File: src/rtl/butterfly_cplx_pipe_pkg.sv
// butterfly_cplx_pipe_pkg: shared defaults, per-sample mode flags and rounding helper
package butterfly_cplx_pipe_pkg;
    localparam int DEF_WIDTH    = 16;
    localparam int DEF_TW_WIDTH = 16;
    typedef struct packed {
        logic inverse;
        logic scale;
    } bf_mode_t;
    function automatic int round_const(input int tw_width);
        return 1 << (tw_width - 2);
    endfunction
endpackage

File: src/rtl/butterfly_cplx_pipe_mult.sv
// butterfly_cplx_pipe_mult: two-stage complex multiply xb*w (or xb*conj(w)) with round-half-up
module butterfly_cplx_pipe_mult
    import butterfly_cplx_pipe_pkg::*;
#(
    parameter int WIDTH    = DEF_WIDTH,
    parameter int TW_WIDTH = DEF_TW_WIDTH
) (
    input  logic                       clk,
    input  logic                       en,
    input  logic signed [WIDTH-1:0]    xa_re,
    input  logic signed [WIDTH-1:0]    xa_im,
    input  logic signed [WIDTH-1:0]    xb_re,
    input  logic signed [WIDTH-1:0]    xb_im,
    input  logic signed [TW_WIDTH-1:0] w_re,
    input  logic signed [TW_WIDTH-1:0] w_im,
    input  bf_mode_t                   mode,
    output logic signed [WIDTH+1:0]    t_re,
    output logic signed [WIDTH+1:0]    t_im,
    output logic signed [WIDTH-1:0]    xa_re_q,
    output logic signed [WIDTH-1:0]    xa_im_q,
    output logic                       scale_q
);
    localparam int P = WIDTH + TW_WIDTH;
    localparam int S = P + 1;
    localparam int R = WIDTH + 2;
    localparam logic signed [S-1:0] RND = S'(round_const(TW_WIDTH));
    logic signed [P-1:0] ac, bd, ad, bc;
    logic signed [WIDTH-1:0] xa_re1, xa_im1;
    bf_mode_t mode1;
    logic signed [S-1:0] sum_re, sum_im;
    // S1: four partial products plus the side-band data travelling with the sample
    always_ff @(posedge clk)
        if (en) begin
            ac     <= P'(xb_re) * P'(w_re);
            bd     <= P'(xb_im) * P'(w_im);
            ad     <= P'(xb_re) * P'(w_im);
            bc     <= P'(xb_im) * P'(w_re);
            xa_re1 <= xa_re;
            xa_im1 <= xa_im;
            mode1  <= mode;
        end
    // conjugate by flipping the sign of the sums, so w = -1.0 never needs negating
    always_comb begin
        sum_re = mode1.inverse ? S'(ac) + S'(bd) : S'(ac) - S'(bd);
        sum_im = mode1.inverse ? S'(bc) - S'(ad) : S'(ad) + S'(bc);
    end
    // S2: round back to data scale, two guard bits keep the full product range
    always_ff @(posedge clk)
        if (en) begin
            t_re    <= R'((sum_re + RND) >>> (TW_WIDTH - 1));
            t_im    <= R'((sum_im + RND) >>> (TW_WIDTH - 1));
            xa_re_q <= xa_re1;
            xa_im_q <= xa_im1;
            scale_q <= mode1.scale;
        end
endmodule

File: src/rtl/butterfly_cplx_pipe.sv
// butterfly_cplx_pipe: pipelined radix-2 DIT complex butterfly with stall handshake, scaling and saturation
module butterfly_cplx_pipe
    import butterfly_cplx_pipe_pkg::*;
#(
    parameter int WIDTH    = DEF_WIDTH,
    parameter int TW_WIDTH = DEF_TW_WIDTH
) (
    input  logic                       i_clk,
    input  logic                       i_reset,
    input  logic                       i_valid,
    output logic                       o_ready,
    input  logic signed [WIDTH-1:0]    i_xa_re,
    input  logic signed [WIDTH-1:0]    i_xa_im,
    input  logic signed [WIDTH-1:0]    i_xb_re,
    input  logic signed [WIDTH-1:0]    i_xb_im,
    input  logic signed [TW_WIDTH-1:0] i_w_re,
    input  logic signed [TW_WIDTH-1:0] i_w_im,
    input  logic                       i_inverse,
    input  logic                       i_scale,
    output logic                       o_valid,
    input  logic                       i_ready,
    output logic signed [WIDTH-1:0]    o_ya_re,
    output logic signed [WIDTH-1:0]    o_ya_im,
    output logic signed [WIDTH-1:0]    o_yb_re,
    output logic signed [WIDTH-1:0]    o_yb_im,
    output logic                       o_sat
);
    localparam int R = WIDTH + 2;
    localparam logic signed [R-1:0] MAX = R'(2 ** (WIDTH - 1) - 1);
    localparam logic signed [R-1:0] MIN = R'(-(2 ** (WIDTH - 1)));
    logic adv, v1, v2, scale2;
    logic signed [R-1:0] t_re, t_im;
    logic signed [WIDTH-1:0] xa_re2, xa_im2;
    logic [WIDTH:0] ya_re_s, ya_im_s, yb_re_s, yb_im_s;
    // returns {saturated, value}; optional halving rounds half up before clipping
    function automatic logic [WIDTH:0] sat_clip(input logic signed [R-1:0] y, input logic sc);
        logic signed [R-1:0] z;
        z = sc ? (y + R'(1)) >>> 1 : y;
        return (z > MAX) ? {1'b1, MAX[WIDTH-1:0]} : (z < MIN) ? {1'b1, MIN[WIDTH-1:0]} : {1'b0, z[WIDTH-1:0]};
    endfunction
    assign adv     = !o_valid | i_ready;
    assign o_ready = adv;
    butterfly_cplx_pipe_mult #(.WIDTH(WIDTH), .TW_WIDTH(TW_WIDTH)) u_mult (
        .clk     (i_clk),
        .en      (adv),
        .xa_re   (i_xa_re),
        .xa_im   (i_xa_im),
        .xb_re   (i_xb_re),
        .xb_im   (i_xb_im),
        .w_re    (i_w_re),
        .w_im    (i_w_im),
        .mode    ('{inverse: i_inverse, scale: i_scale}),
        .t_re    (t_re),
        .t_im    (t_im),
        .xa_re_q (xa_re2),
        .xa_im_q (xa_im2),
        .scale_q (scale2)
    );
    // S3 datapath: add/sub at guarded width, then scale and clip
    always_comb begin
        ya_re_s = sat_clip(R'(xa_re2) + t_re, scale2);
        ya_im_s = sat_clip(R'(xa_im2) + t_im, scale2);
        yb_re_s = sat_clip(R'(xa_re2) - t_re, scale2);
        yb_im_s = sat_clip(R'(xa_im2) - t_im, scale2);
    end
    // valid chain and output registers; outputs keep their last value when no sample arrives
    always_ff @(posedge i_clk)
        if (i_reset) begin
            v1      <= 1'b0;
            v2      <= 1'b0;
            o_valid <= 1'b0;
            o_ya_re <= '0;
            o_ya_im <= '0;
            o_yb_re <= '0;
            o_yb_im <= '0;
            o_sat   <= 1'b0;
        end else if (adv) begin
            v1      <= i_valid;
            v2      <= v1;
            o_valid <= v2;
            if (v2) begin
                o_ya_re <= ya_re_s[WIDTH-1:0];
                o_ya_im <= ya_im_s[WIDTH-1:0];
                o_yb_re <= yb_re_s[WIDTH-1:0];
                o_yb_im <= yb_im_s[WIDTH-1:0];
                o_sat   <= ya_re_s[WIDTH] | ya_im_s[WIDTH] | yb_re_s[WIDTH] | yb_im_s[WIDTH];
            end
        end
endmodule

File: config.mk
export PLATFORM = sky130hd
export DESIGN_NAME = butterfly_cplx_pipe
export DESIGN_NICKNAME = d
export VERILOG_FILES = /design/src/rtl/butterfly_cplx_pipe_pkg.sv /design/src/rtl/butterfly_cplx_pipe_mult.sv /design/src/rtl/butterfly_cplx_pipe.sv
export SDC_FILE = /design/constraint.sdc
export NUM_CORES = 2
export LEC_CHECK = 0
export CAP_MARGIN = 40
export CORE_MARGIN = 2
export CORE_UTILIZATION = 25
export CTS_BUF_LIST = sky130_fd_sc_hd__clkbuf_8
export DETAILED_ROUTE_END_ITERATION = 6
export PLACE_DENSITY_LB_ADDON = 0.15
export SYNTH_ARGS = -nofsm -noshare
export SYNTH_HDL_FRONTEND = slang
export SYNTH_SLANG_ARGS = --single-unit
export TNS_END_PERCENT = 1
File: constraint.sdc
create_clock -name i_clk -period 13.6 [get_ports i_clk]
set_input_delay 2.04 -clock i_clk [delete_from_list [all_inputs] [get_ports i_clk]]
set_output_delay 2.04 -clock i_clk [all_outputs]
set_load 0.005 [all_outputs]
* Word level (Yosys, flattened, before mapping)
Index checks and enable logic that the tools add are counted.
W data, S select, Z words.
** Word-level totals
- Output and inout port bits :: 67
- RAM bits :: 0
- Memories kept :: 0
- Register bits :: 299
- Input bits :: 102
- Bits in latches :: 0
- Memory bits (read-only) :: 0
- Logic and storage cells :: 67
** Cells by class
- Multipliers :: 4
- Order comparisons :: 8
- Mux-type cells :: 14
- Bitwise operators :: 4
- Reduce and logical (&&, ||, !) cells :: 2
- $add $sub $neg :: 14
- Eq/ne operators :: 0
- Div/mod/pow operators :: 0
- Shift-type cells :: 0
** Operators by type and width (number)
- $mux W17 :: 8
- $mul A16 B16 Y32 :: 4
- $add A18 B2 Y18 const B :: 4
- $gt A18 B16 Y1 const B :: 4
- $lt A18 B16 Y1 const B :: 4
- $mux W18 :: 4
- $add A32 B32 Y33 :: 2
- $add A33 B16 Y33 const B :: 2
- $mux W33 :: 2
- $sub A32 B32 Y33 :: 2
- $add A16 B18 Y18 :: 2
- $sub A16 B18 Y18 :: 2
- $or A1 B1 Y1 :: 4
- $reduce_and A2 Y1 :: 1
- $logic_not A1 Y1 :: 1

* Longest topological paths before layout
- Depth after elaboration :: 9
- Gate-level depth with buffers :: 26
- Gate-level depth less buffers :: 25

* Cells and area by module
From an unflattened synthesis, not the netlist that was laid out.
** Unflattened totals
- Cells, all modules :: 6442
- Area total of the unflattened synthesis :: 59673.5 um^2
** Modules (own cells, without submodules)
- butterfly_cplx_pipe_mult :: sequential area each 6936.7 um^2, times used 1, area each 50352.0 um^2, cells an instance 5149
- butterfly_cplx_pipe :: sequential area each 1361.3 um^2, times used 1, area each 9321.4 um^2, cells an instance 1293

* Worst setup path after synthesis
OpenSTA, ideal clock, no wires.
- Path type :: input to register
- Start :: in i_ready
- End :: reg o_yb_re[10]
- Arrival :: 10.531 ns
- Setup slack :: 2.934 ns
- Data required time :: 13.466 ns
- Setup time :: 0.134 ns
- Buffers on the path :: 2
- Cell stages on the path :: 6
- Cell sequence :: nand2b_1 -> clkbuf_1 -> nand2_1 -> nor2_1 -> buf_2 -> a211oi_1
** On the way
- Cells in the longest elaborated chain, start to end :: 2
** RTL lines
- start: declaration :: RTL line butterfly_cplx_pipe.sv:21 : input logic i_ready,
- $or A1 B1 Y1 :: RTL line butterfly_cplx_pipe.sv:41 : assign adv = !o_valid | i_ready;
- net o_ready :: RTL line butterfly_cplx_pipe.sv:11 : output logic o_ready,
- $reduce_and A2 Y1 (no source line)
- end signal: assignment :: RTL line butterfly_cplx_pipe.sv:84 : o_yb_re <= yb_re_s[WIDTH-1:0];
- end: declaration :: RTL line butterfly_cplx_pipe.sv:24 : output logic signed [WIDTH-1:0] o_yb_re,
The timed path passes the listed nets, and every way through them passes these cells.
A chain may end at the register's enable or synchronous reset.

* Worst setup path after layout
- Start :: in i_xb_re[7]
- End :: reg u_mult.ac[31] (data pin)
** On the way
- Cells in the longest elaborated chain, start to end :: 1
** RTL lines
- start: declaration :: RTL line butterfly_cplx_pipe.sv:14 : input logic signed [WIDTH-1:0] i_xb_re,
- $mul A16 B16 Y32 :: RTL line butterfly_cplx_pipe_mult.sv:34 : ac <= P'(xb_re) * P'(w_re);
- end signal: assignment :: RTL line butterfly_cplx_pipe_mult.sv:34
- end: declaration :: RTL line butterfly_cplx_pipe_mult.sv:27 : logic signed [P-1:0] ac, bd, ad, bc;
Every way passes these cells.

==> reports/qor.yml <==
global_routing:
  grtUsageTotal_pct: 15.7
  grt_pass1_wl_um: 285000
  grt_overflow_total: 0
  use_met1_pct: 21.5
  grt_pass1_vias: 46700
  grt_busiest_layer: "met2"
  met3_usage_pct: 2.27
  met2_usage_pct: 26.1
  grt_max_degree: 137
  antenna_found_initial: 32
logic_synthesis:
  ys_seq_elements: 299
  syn_inst: 6385
  synth_async_sr_flop_share_pct: 0
  syn_avg_cell_area_um2: 9.23
  synth.cells.most_frequent: "inv_1, fa_1, nand2_1"
  synth_ff_type: "edfxtp_1"
  synth_area_mm2: 0.0590
  synth_cell_type_count: 99
  synth_edf_count: 231
  seq_area_frac_synth_pct: 14.1
  yosys_warnings: 0
  yosys-top-cells-area: "fa_1, edfxtp_1, ha_1"
  synth_top_area_share_pct: 35.7
  yosysTopAreaCell: "fa_1"
  yosysMostFrequentCell: "inv_1"
  synth_nets: 8005
floorplanning:
  rows: 178
  start_util_pct: 25.1
  die_x_um: 490
  io_pins: 169
  die-area_mm2: 0.240
  die-height_um: 490
  coreArea_mm2: 0.235
cts:
  numCtsBuffers: 67
  cts_tree: "done"
  clkSinkCount: 299
  root_buffer: "clkbuf_8"
  insertion_delay_ns: 0.79
  clock_path_buffers: 3
  path_clk_slew_ns: 0.06
  hold_buffers: 0
  h-tree-depth: 3
  cts-resized-gates: 0
  postCtsSetupRepairBufs: 0
finish:
  drive_gt1_share_pct: 4.30
  fillCellCount: 25000
  stdcell_count: 9663
  fin_nets: 8075
  area_growth_pct: 11.6
  design_area_mm2: 0.0658
flow_run:
  cap_violations: 0
critical_path:
  cpPeakStageDelay_ns: 0.85
  timing.critical_path.mode_cell: "fa_1"
  cp-start-kind: "input port"
  arrival_ns: 9.79
  crit_path_end_kind: "register"
  crit_fanout: 23
  critPathKind: "input port to register"
  critPathSlowestCell: "clkdlybuf4s50_1"
  reg2regPathDepth: 21
  r2r_setup_slack_ns: 7.20
  critPathBufInv: 7
  critPathRequiredTime_ns: 14.09
  crit_cells: 27
  critPathTopFamily: "adder cells"
route:
  firstDrtPassIters: 6
  drc_errors: 0
  drtAntennaViolNets: 0
  viasPerCell: 4.44
  drt_wl_total_um: 184000
  vias: 42900
  wl_per_cell_um: 19.1
  drt_iter0_markers: 2124
placement:
  place_ws_ns: 3.44
  gp_congestion: 0.810
  hpwl_um: 146000
  place_inst: 9536
  port_buffers: 168
  place_area_mm2: 0.0644
sta:
  fin_ws_ns: 4.30
  fmax_mhz: 108
  tightest_slew_ns: 0.941
  finalSetupTns_ns: 0
  fin_skew_ns: 0.111
  finalSetupViolations: 0
  period_minus_slack_ns: 9.30
  hold_viol_final: 0
  period_share_pct: 68.4
  relSlewSlack_pct: 37.2
  rsz0062_at_grt: "no"
  maxSlewViolCount: 0
min_path:
  min_path_cells: 0
  hold_path.class: "register to register"
status:
  status: "complete, no violations"
[per-stage QoR]
stage / hold WS [ns] / util (%)
finish: 0.414 / 28.0
global route: 0.424 / 28.0
CTS: 0.417 / 28.0
detailed placement: 0.406 / 27.4
global placement: 0.404 / 27.3
floorplan: 0.400 / -
[logic make-up (layout without fill, tap and decap cells)]
logic type / Yosys count / in the layout / share of synthesized area (%)
AOI/OAI and AO/OA: 774 / 774 / 8.95
xor gates and xnor gates: 343 / 343 / 5.09
adders and majority gates: 1518 / 1518 / 45.6
buffers and inverters: 1513 / 1634 / 9.68
DFF: 299 / 299 / 14.1
muxes: 13 / 13 / 0.223
other: 0 / 7 / 0
and+or+nand+nor: 1925 / 1925 / 16.4
[path summary, 6_finish.rpt]
check,startpoint,end
worst min register to register,u_mult.xa_re1[7],u_mult.xa_re_q[7]
worst min-delay path,u_mult.xa_re1[7],u_mult.xa_re_q[7]
worst max register to register,u_mult.bd[0],u_mult.t_re[14]
worst max-delay path,i_xb_re[7],u_mult.ac[31]
[state kept, by name, summed over array words and instances (netlist names)]
signal,cells
o_sat,1
u_mult.t_im,18
v1,1
u_mult.ac,32
u_mult.ad,32
u_mult.xa_re1,16
v2,1
u_mult.xa_im_q,16
u_mult.bd,32
u_mult.bc,32
u_mult.t_re,18
u_mult.scale_q,1
u_mult.mode1,2
u_mult.xa_re_q,16
o_ya_im,16
o_yb_re,16
o_valid,1
u_mult.xa_im1,16
o_ya_re,16
o_yb_im,16
[cells in the final DEF, fill, tap and decap left out, drive strengths merged, types with 119 or more instances in the layout]
master	synthesis	final
a21oi	233	233
and2	525	525
clkdlybuf4s50	0	166
edfxtp	231	231
fa	1052	1052
ha	466	466
inv	1236	1258
nand2	629	629
nor2	312	312
o21ai	119	119
xnor2	246	246
[final cells by class]
class	count	area, µm²	share of cell area [%]
clock buffer	73	1000	1.53
multi-input combinational	4573	45000	68.3
timing repair buffer	276	2580	3.92
sequential	299	8300	12.6
inverter	1238	4650	7.06
tap	3150	3940	5.99
clock inverter	47	345	0.525
antenna	7	17.5	0.0266
[routing by layer]
layer	part of all wire (%)	wire [µm]
met5	0.043	80
met4	2.2	4040
met3	4.5	8350
met2	46	85000
met1	47	86800
Power is not shown: default switching activity piles up to over one toggle a cycle in this logic, so the estimate is an artifact.
